--- src/rtl/mc_datapath.sv ---
// Multi-cycle MIPS-subset datapath: PC, 32x32 register file, IR/DR/A/B/C
// inter-cycle registers, ALU and memory address/data muxing.
module mc_datapath #(
   parameter logic [31:0] PC_RESET = 32'h0000_0000,
   parameter logic [31:0] PC_STEP  = 32'd4
) (
   input  logic        clk,
   input  logic        rst,
   input  logic        write_pc,
   input  logic        write_ir,
   input  logic        write_dr,
   input  logic        write_a,
   input  logic        write_b,
   input  logic        write_c,
   input  logic        write_reg,
   input  logic        write_mem,
   input  logic        iord,
   input  logic        memtoreg,
   input  logic        regdst,
   input  logic [1:0]  pcsource,
   input  logic [1:0]  alu_ctrl,
   input  logic        alu_srcA,
   input  logic [1:0]  alu_srcB,
   input  logic [31:0] mem_rdata,
   output logic [31:0] mem_addr,
   output logic [31:0] mem_wdata,
   output logic        mem_we,
   output logic [31:0] ir_data,
   output logic        zero,
   output logic [31:0] pc,
   input  logic [4:0]  dbg_sel,
   output logic [31:0] dbg_data
);

   localparam int unsigned W    = 32;
   localparam int unsigned NREG = 32;
   localparam int unsigned RW   = 5;

   logic [W-1:0]  pc_q, pc_d;
   logic [W-1:0]  ir_q, dr_q, a_q, b_q, c_q;
   logic [W-1:0]  rf_q [NREG];

   logic [RW-1:0] rs, rt, dst;
   logic [W-1:0]  rs_val, rt_val, sext, alu_a, alu_b, alu_y, wb_data;

   // Field decode and asynchronous register-file reads (r0 reads zero)
   always_comb begin
      rs      = ir_q[25:21];
      rt      = ir_q[20:16];
      dst     = regdst ? ir_q[15:11] : ir_q[20:16];
      rs_val  = (rs == '0) ? '0 : rf_q[rs];
      rt_val  = (rt == '0) ? '0 : rf_q[rt];
      sext    = {{16{ir_q[15]}}, ir_q[15:0]};
      wb_data = memtoreg ? dr_q : c_q;
   end

   // ALU operand selection and operation
   always_comb begin
      alu_a = alu_srcA ? a_q : pc_q;
      case (alu_srcB)
         2'b00:   alu_b = b_q;
         2'b01:   alu_b = PC_STEP;
         2'b10:   alu_b = sext;
         default: alu_b = {sext[W-3:0], 2'b00};
      endcase
      case (alu_ctrl)
         2'b00:   alu_y = alu_a + alu_b;
         2'b01:   alu_y = alu_a - alu_b;
         2'b11:   alu_y = alu_a & alu_b;
         default: alu_y = ~(alu_a | alu_b);
      endcase
   end

   // Next-PC mux; jump target uses the PC value before this edge
   always_comb begin
      case (pcsource)
         2'b00:   pc_d = alu_y;
         2'b01:   pc_d = c_q;
         2'b10:   pc_d = {pc_q[31:28], ir_q[25:0], 2'b00};
         default: pc_d = pc_q;
      endcase
   end

   always_ff @(posedge clk or posedge rst) begin
      if (rst) begin
         pc_q <= PC_RESET;
         ir_q <= '0;
         dr_q <= '0;
         a_q  <= '0;
         b_q  <= '0;
         c_q  <= '0;
      end else begin
         if (write_pc) pc_q <= pc_d;
         if (write_ir) ir_q <= mem_rdata;
         if (write_dr) dr_q <= mem_rdata;
         if (write_a)  a_q  <= rs_val;
         if (write_b)  b_q  <= rt_val;
         if (write_c)  c_q  <= alu_y;
      end
   end

   // Register file write port; writes to r0 are dropped
   always_ff @(posedge clk or posedge rst) begin
      if (rst) begin
         for (int unsigned i = 0; i < NREG; i++) rf_q[i] <= '0;
      end else if (write_reg && (dst != '0)) begin
         rf_q[dst] <= wb_data;
      end
   end

   assign mem_addr  = iord ? c_q : pc_q;
   assign mem_wdata = b_q;
   assign mem_we    = write_mem;
   assign ir_data   = ir_q;
   assign zero      = (alu_y == '0);
   assign pc        = pc_q;
   assign dbg_data  = (dbg_sel == '0) ? '0 : rf_q[dbg_sel];

endmodule

--- config.mk ---
export PLATFORM = sky130hd
export DESIGN_NAME = mc_datapath
export DESIGN_NICKNAME = d
export VERILOG_FILES = /design/src/rtl/mc_datapath.sv
export SDC_FILE = /design/constraint.sdc
export NUM_CORES = 2
export LEC_CHECK = 0
export CORE_UTILIZATION = 63
export CTS_CLUSTER_SIZE = 20
export DETAILED_ROUTE_END_ITERATION = 8
export PLACE_DENSITY_LB_ADDON = 0.05
export SLEW_MARGIN = 20
export SYNTH_ARGS = -nofsm -noshare
export SYNTH_HDL_FRONTEND = slang
export SYNTH_SLANG_ARGS = --single-unit
--- constraint.sdc ---
create_clock -name clk -period 60.2 [get_ports clk]
set_clock_uncertainty 0.15 [all_clocks]
set_input_delay 12.04 -clock clk [delete_from_list [all_inputs] [get_ports clk]]
set_output_delay 12.04 -clock clk [all_outputs]
set_load 0.02 [all_outputs]
* After elaboration in Yosys (flattened, before gate mapping)
Cells that the tools add are included.
** Operators by class
- Equality and inequality tests :: 6
- Bitwise operators :: 8
- $lt $le $gt $ge :: 5
- Add/sub/neg operators :: 2
- Reductions and logical operators :: 14
- Muxes and demuxes :: 22
** Operators with widths (number)
- 1024-bit bitwise mux :: 1
- 32-bit binary-select mux with 5-bit select :: 3
- 32-bit 2-to-1 mux :: 13
- 32-bit one-hot mux with 3 select lines :: 3
- 32-bit demux with 5-bit select :: 1
- 32-bit adder :: 1
- 32-bit AND :: 1
- 32-bit zero test :: 1
- 32-bit NOT :: 1
- 32-bit bitwise OR :: 1
- 32-bit subtractor :: 1
- 6-bit greater-or-equal comparator (second input constant) :: 4
- 5-bit NOT with 6-bit output :: 4
- 5-bit zero test :: 3
- 2-bit by 1-bit == test with 1-bit output (second input constant) :: 3
- 2-bit == test (second input constant) :: 3
- 2-bit zero test :: 3
- 6-bit by 1-bit less-than comparator with 1-bit output (second input constant) :: 1
- 5-bit 2-to-1 mux :: 1
- 5-bit nonzero test :: 1
- 3-bit AND reduction :: 1
- 3-bit nonzero test :: 1
- 1-bit logical AND :: 2
- 2-bit AND reduction :: 1
- other kinds (2) :: 2
** Word-level totals
- Word-level logic and storage cells :: 96
- Bits in registers :: 1216
- Output and inout bits :: 162

* Logic depth before layout (Yosys ltp)
- Word-level depth :: 7
- Mapped depth :: 27
- Mapped depth without buffers :: 23

* Worst setup path after synthesis
No wires, ideal clock.
- Path type :: input port to output port
- From :: input alu_ctrl[0]
- To :: output zero
- Data arrival time :: 16918 ps
- Stages on the path :: 20
- Required time :: 48010 ps
- Path buffers :: 6
- Setup slack :: 31092 ps
- Cells stage by stage :: clkbuf_1 clkbuf_1 clkbuf_1 clkbuf_1 buf_1 nand2_1 clkbuf_1 nor2_1 a21oi_1 fa_1 a21o_1 a221o_1 and2_1 or4_1 o211ai_1 nand2_1 a2111o_1 or4_1 nor2_1 and3_1
** On the way
- Cells in the longest elaborated chain, start to end :: 3
- Elaborated cells on any way between the ends :: 5
** RTL lines
- start: declaration :: RTL line 21 : input logic [1:0] alu_ctrl,
- 2-bit == test (tied with other cells) :: RTL line 66 : case (alu_ctrl)
- 32-bit one-hot mux with 3 select lines * :: RTL line 66
- 32-bit zero test * :: RTL line 115 : assign zero = (alu_y == '0);
- end: declaration :: RTL line 29 : output logic zero,
Every way passes the cells marked *; elsewhere a longest branch is shown, timed or not.

* Worst setup path after layout
- From :: input alu_srcB[1]
- To :: output zero
** On the way
- Cells in the longest elaborated chain, start to end :: 6
- Elaborated cells on any way between the ends :: 11
** RTL lines
- start: declaration :: RTL line 23 : input logic [1:0] alu_srcB,
- 2-bit == test (tied with other cells) :: RTL line 60 : case (alu_srcB)
- 32-bit one-hot mux with 3 select lines * :: RTL line 60
- parallel branches: the longest is 2 deep, another holds 32-bit subtractor
- 32-bit one-hot mux with 3 select lines * :: RTL line 66
- 32-bit zero test * :: RTL line 115
Mark *: on every way between the ends.

==> flow_summary.yaml <==
detailed_routing:
  drtIter0Drc: 7795
  post_drt_wl_per_cell_um: 32.1
  ant_nets: 0
  dr_total_vias: 57100
  drc_errors: 0
  routed_wl_um: 250000
  viasPerCell: 7.35
  drt_first_pass_iters: 7
grt:
  grt_max_degree: 184
  antenna_found_initial: 11
  grt_pass1_wl_um: 373000
  grt_pass1_vias: 56500
  track_usage_pct: 44.0
  grt_overflow_total: 0
clock_tree:
  cts_resized: 0
  cts.sinks: 1216
  htree_num_levels: 4
  holdBufCountCts: 0
  cts_buffers: 136
  tritoncts: "yes"
  postCtsSetupRepairBufs: 0
  worstSkewPairLatency_ns: 0.77
  clockBufferDepth: 3
  clk_pin_slew_ns: 0.06
  cts_root_buf: "clkbuf_16"
cells_and_area:
  nets: 6257
  drive_gt1_share_pct: 24.2
  stdcell_count: 7775
  synthToLayoutAreaGrowth_pct: 11.0
die:
  num_io_pins: 219
  floorplan.initialDensity_pct: 64.0
  fp-row-count: 123
  core_sq_um: 113000
  die_area_sq_um: 116000
  die_w_um: 341
  die_h_um: 341
setup_path:
  path_class: "primary input to output pin"
  crit_fanout: 37
  end_kind: "output pin"
  cp_slowest_cell: "a211oi_1"
  start_kind: "primary input"
  max_stage_delay_ns: 0.70
  crit_chain: "buf_2, mux2i_1, o21ai_2, nor4_1, nand2_1, and3b_1, a21oi_1, xor2_1, ha_1, a21o_1, a2111o_1, a211oi_1, nor2_1, a31o_2, a211o_1, a31oi_1, and4b_1, and3_1, clkdlybuf4s50_1"
  crit_required_ns: 48.01
  crit_arrival_ns: 18.55
placement:
  gp_congestion: 0.911
  dpl.hpwl_um: 150000
  port_buffers: 216
  dp_cells: 7519
sta:
  timing.final.max_slew_violations: 0
  timing.final.crit_share_pct: 51.1
  max_clock_freq_ghz: 0.0325
  setup_viol: 0
  final_hold_viol_count: 0
  min_period_ns: 30.74
  tightest_slew_ns: 1.27
  timing.setup.tns_ns: 0
  relSlewSlack_pct: 13.0
  rsz0062_at_grt: "no"
synthesis:
  yosysWarningCount: 0
  syn_area_sq_um: 72300
  ys_ff_latch: 1216
  synth_cell_types: 81
  synthTopCellsByCount: "1216 x dfrtp_1, 1150 x nor2_1, 1117 x a21oi_1"
  synth_largest_area_cell: "dfrtp_1"
  synthCells: 6318
  syn_nets: 6414
  yosysMostFrequentCell: "dfrtp_1"
  synth_top_area_share_pct: 42.1
  synthFlopType: "dfrtp_1"
  syn_avg_cell_area_sq_um: 11.5
  synthTopCellsByArea: "dfrtp_1 42%, mux4_2 27%, a21oi_1 7.7%"
  ys_seq_area_share_pct: 42.1
  async_reset_ff_share_pct: 100
  synth-edff-count: 0
flow_run:
  maxCapViolCount: 0
power_and_ir_drop:
  power_density_nw_per_um2: 51.5
  peakVddDrop_v: 0.0000350
  leakage_uw: 0.0322
min_path:
  hold_class: "register to register"
run_status:
  status: "finished clean"
## stage by stage
| step | setup WS, ns | power, uW | area, sq um | utilization [%] | hold slack [ns] |
|---|---|---|---|---|---|
| 2_1_floorplan | 13.75 | 2690 | 72300 | - | 0.308 |
| 3_3_place_gp | 29.51 | 3140 | 75500 | 66.8 | 0.243 |
| 3_5_place_dp | 29.56 | 3210 | 75500 | 66.8 | 0.252 |
| 4_1_cts | 29.54 | 4090 | 80200 | 70.9 | 0.266 |
| 5_1_grt | 29.10 | 4340 | 80300 | 71.0 | 0.280 |
| 6_report | 29.46 | 4140 | 80300 | 71.0 | 0.266 |
## registers in the layout, summed over array words and instances, names as in the netlist
register,cells
dr_q,32
ir_data,32
pc,32
mem_wdata,32
a_q,32
rf_q,1024
c_q,32
## per-layer routing
metal	GRT usage (%)	share of wire, %
met1	60.1	36
met2	65.8	45
met5	0	0.032
met3	13.0	13
met4	20.2	5.2
## area by class of cell
| class | count | area [sq um] |
|---|---|---|
| sequential | 1216 | 30500 |
| inverter | 89 | 342 |
| fill | 7926 | 32800 |
| tap | 1500 | 1880 |
| antenna | 4 | 10.0 |
| clock inverter | 56 | 712 |
| timing repair buffer | 374 | 3430 |
| clock buffer | 192 | 3990 |
| multi-input combinational | 4344 | 39500 |
## report_power, final
part	internal [uW]	total, uW	switching (uW)
Sequential	1190	1610	414
Clock	513	878	365
Combinational	884	1650	767
## kinds of logic after synthesis
family                     count (synthesis)  share of synthesized area, %
DFF                                     1216                          42.1
xor gates and xnor gates                  47                         0.569
adders and majority gates                 39                         0.685
muxes                                   1266                          32.6
buffers and inverters                    758                          4.01
AOI/OAI and AO/OA                       1540                          11.8
and+or+nand+nor                         1452                          8.25
## worst max-delay path, delay by kind of cell
family                     cells  cell delay [ns]
and+or+nand+nor                6             1.86
muxes                          1             0.34
xor gates and xnor gates       1             0.17
buffers and inverters          2             1.25
AOI/OAI and AO/OA              8             2.49
adders and majority gates      1             0.37
## cell usage in the layout (no fill, tap or decap), types with 26 or more instances in the layout
| cell type | count |
|---|---|
| a21oi_1 | 1117 |
| a221oi_1 | 42 |
| a22oi_1 | 26 |
| buf_4 | 149 |
| clkbuf_16 | 138 |
| clkbuf_8 | 33 |
| clkdlybuf4s50_1 | 200 |
| dfrtp_1 | 1206 |
| ha_1 | 38 |
| inv_1 | 88 |
| mux2_2 | 156 |
| mux2i_1 | 221 |
| mux4_2 | 856 |
| nand2_1 | 85 |
| nand2b_1 | 37 |
| nand3_1 | 64 |
| nor2_1 | 1117 |
| nor2_4 | 33 |
| nor3_1 | 28 |
| o21a_1 | 29 |
| o21ai_0 | 107 |
| o22ai_1 | 65 |
| xnor2_1 | 26 |
## path summary, 6_finish.rpt
| kind | depth (start not counted) | from | slack, ns | endpoint |
|---|---|---|---|---|
| max | 19 | alu_srcB[1] | 29.46 | zero |
| min | 0 | rf_q[994] | 0.27 | rf_q[994] |
| max reg2reg | 17 | ir_data[5] | 54.33 | pc[28] |
| min reg2reg | 0 | rf_q[994] | 0.27 | rf_q[994] |
| max in group asynchronous | 6 | rst | 44.46 | rf_q[397] |
| min in group asynchronous | 2 | rst | 11.68 | dr_q[26] |
Note: power is estimated with default switching activity, not from simulation.
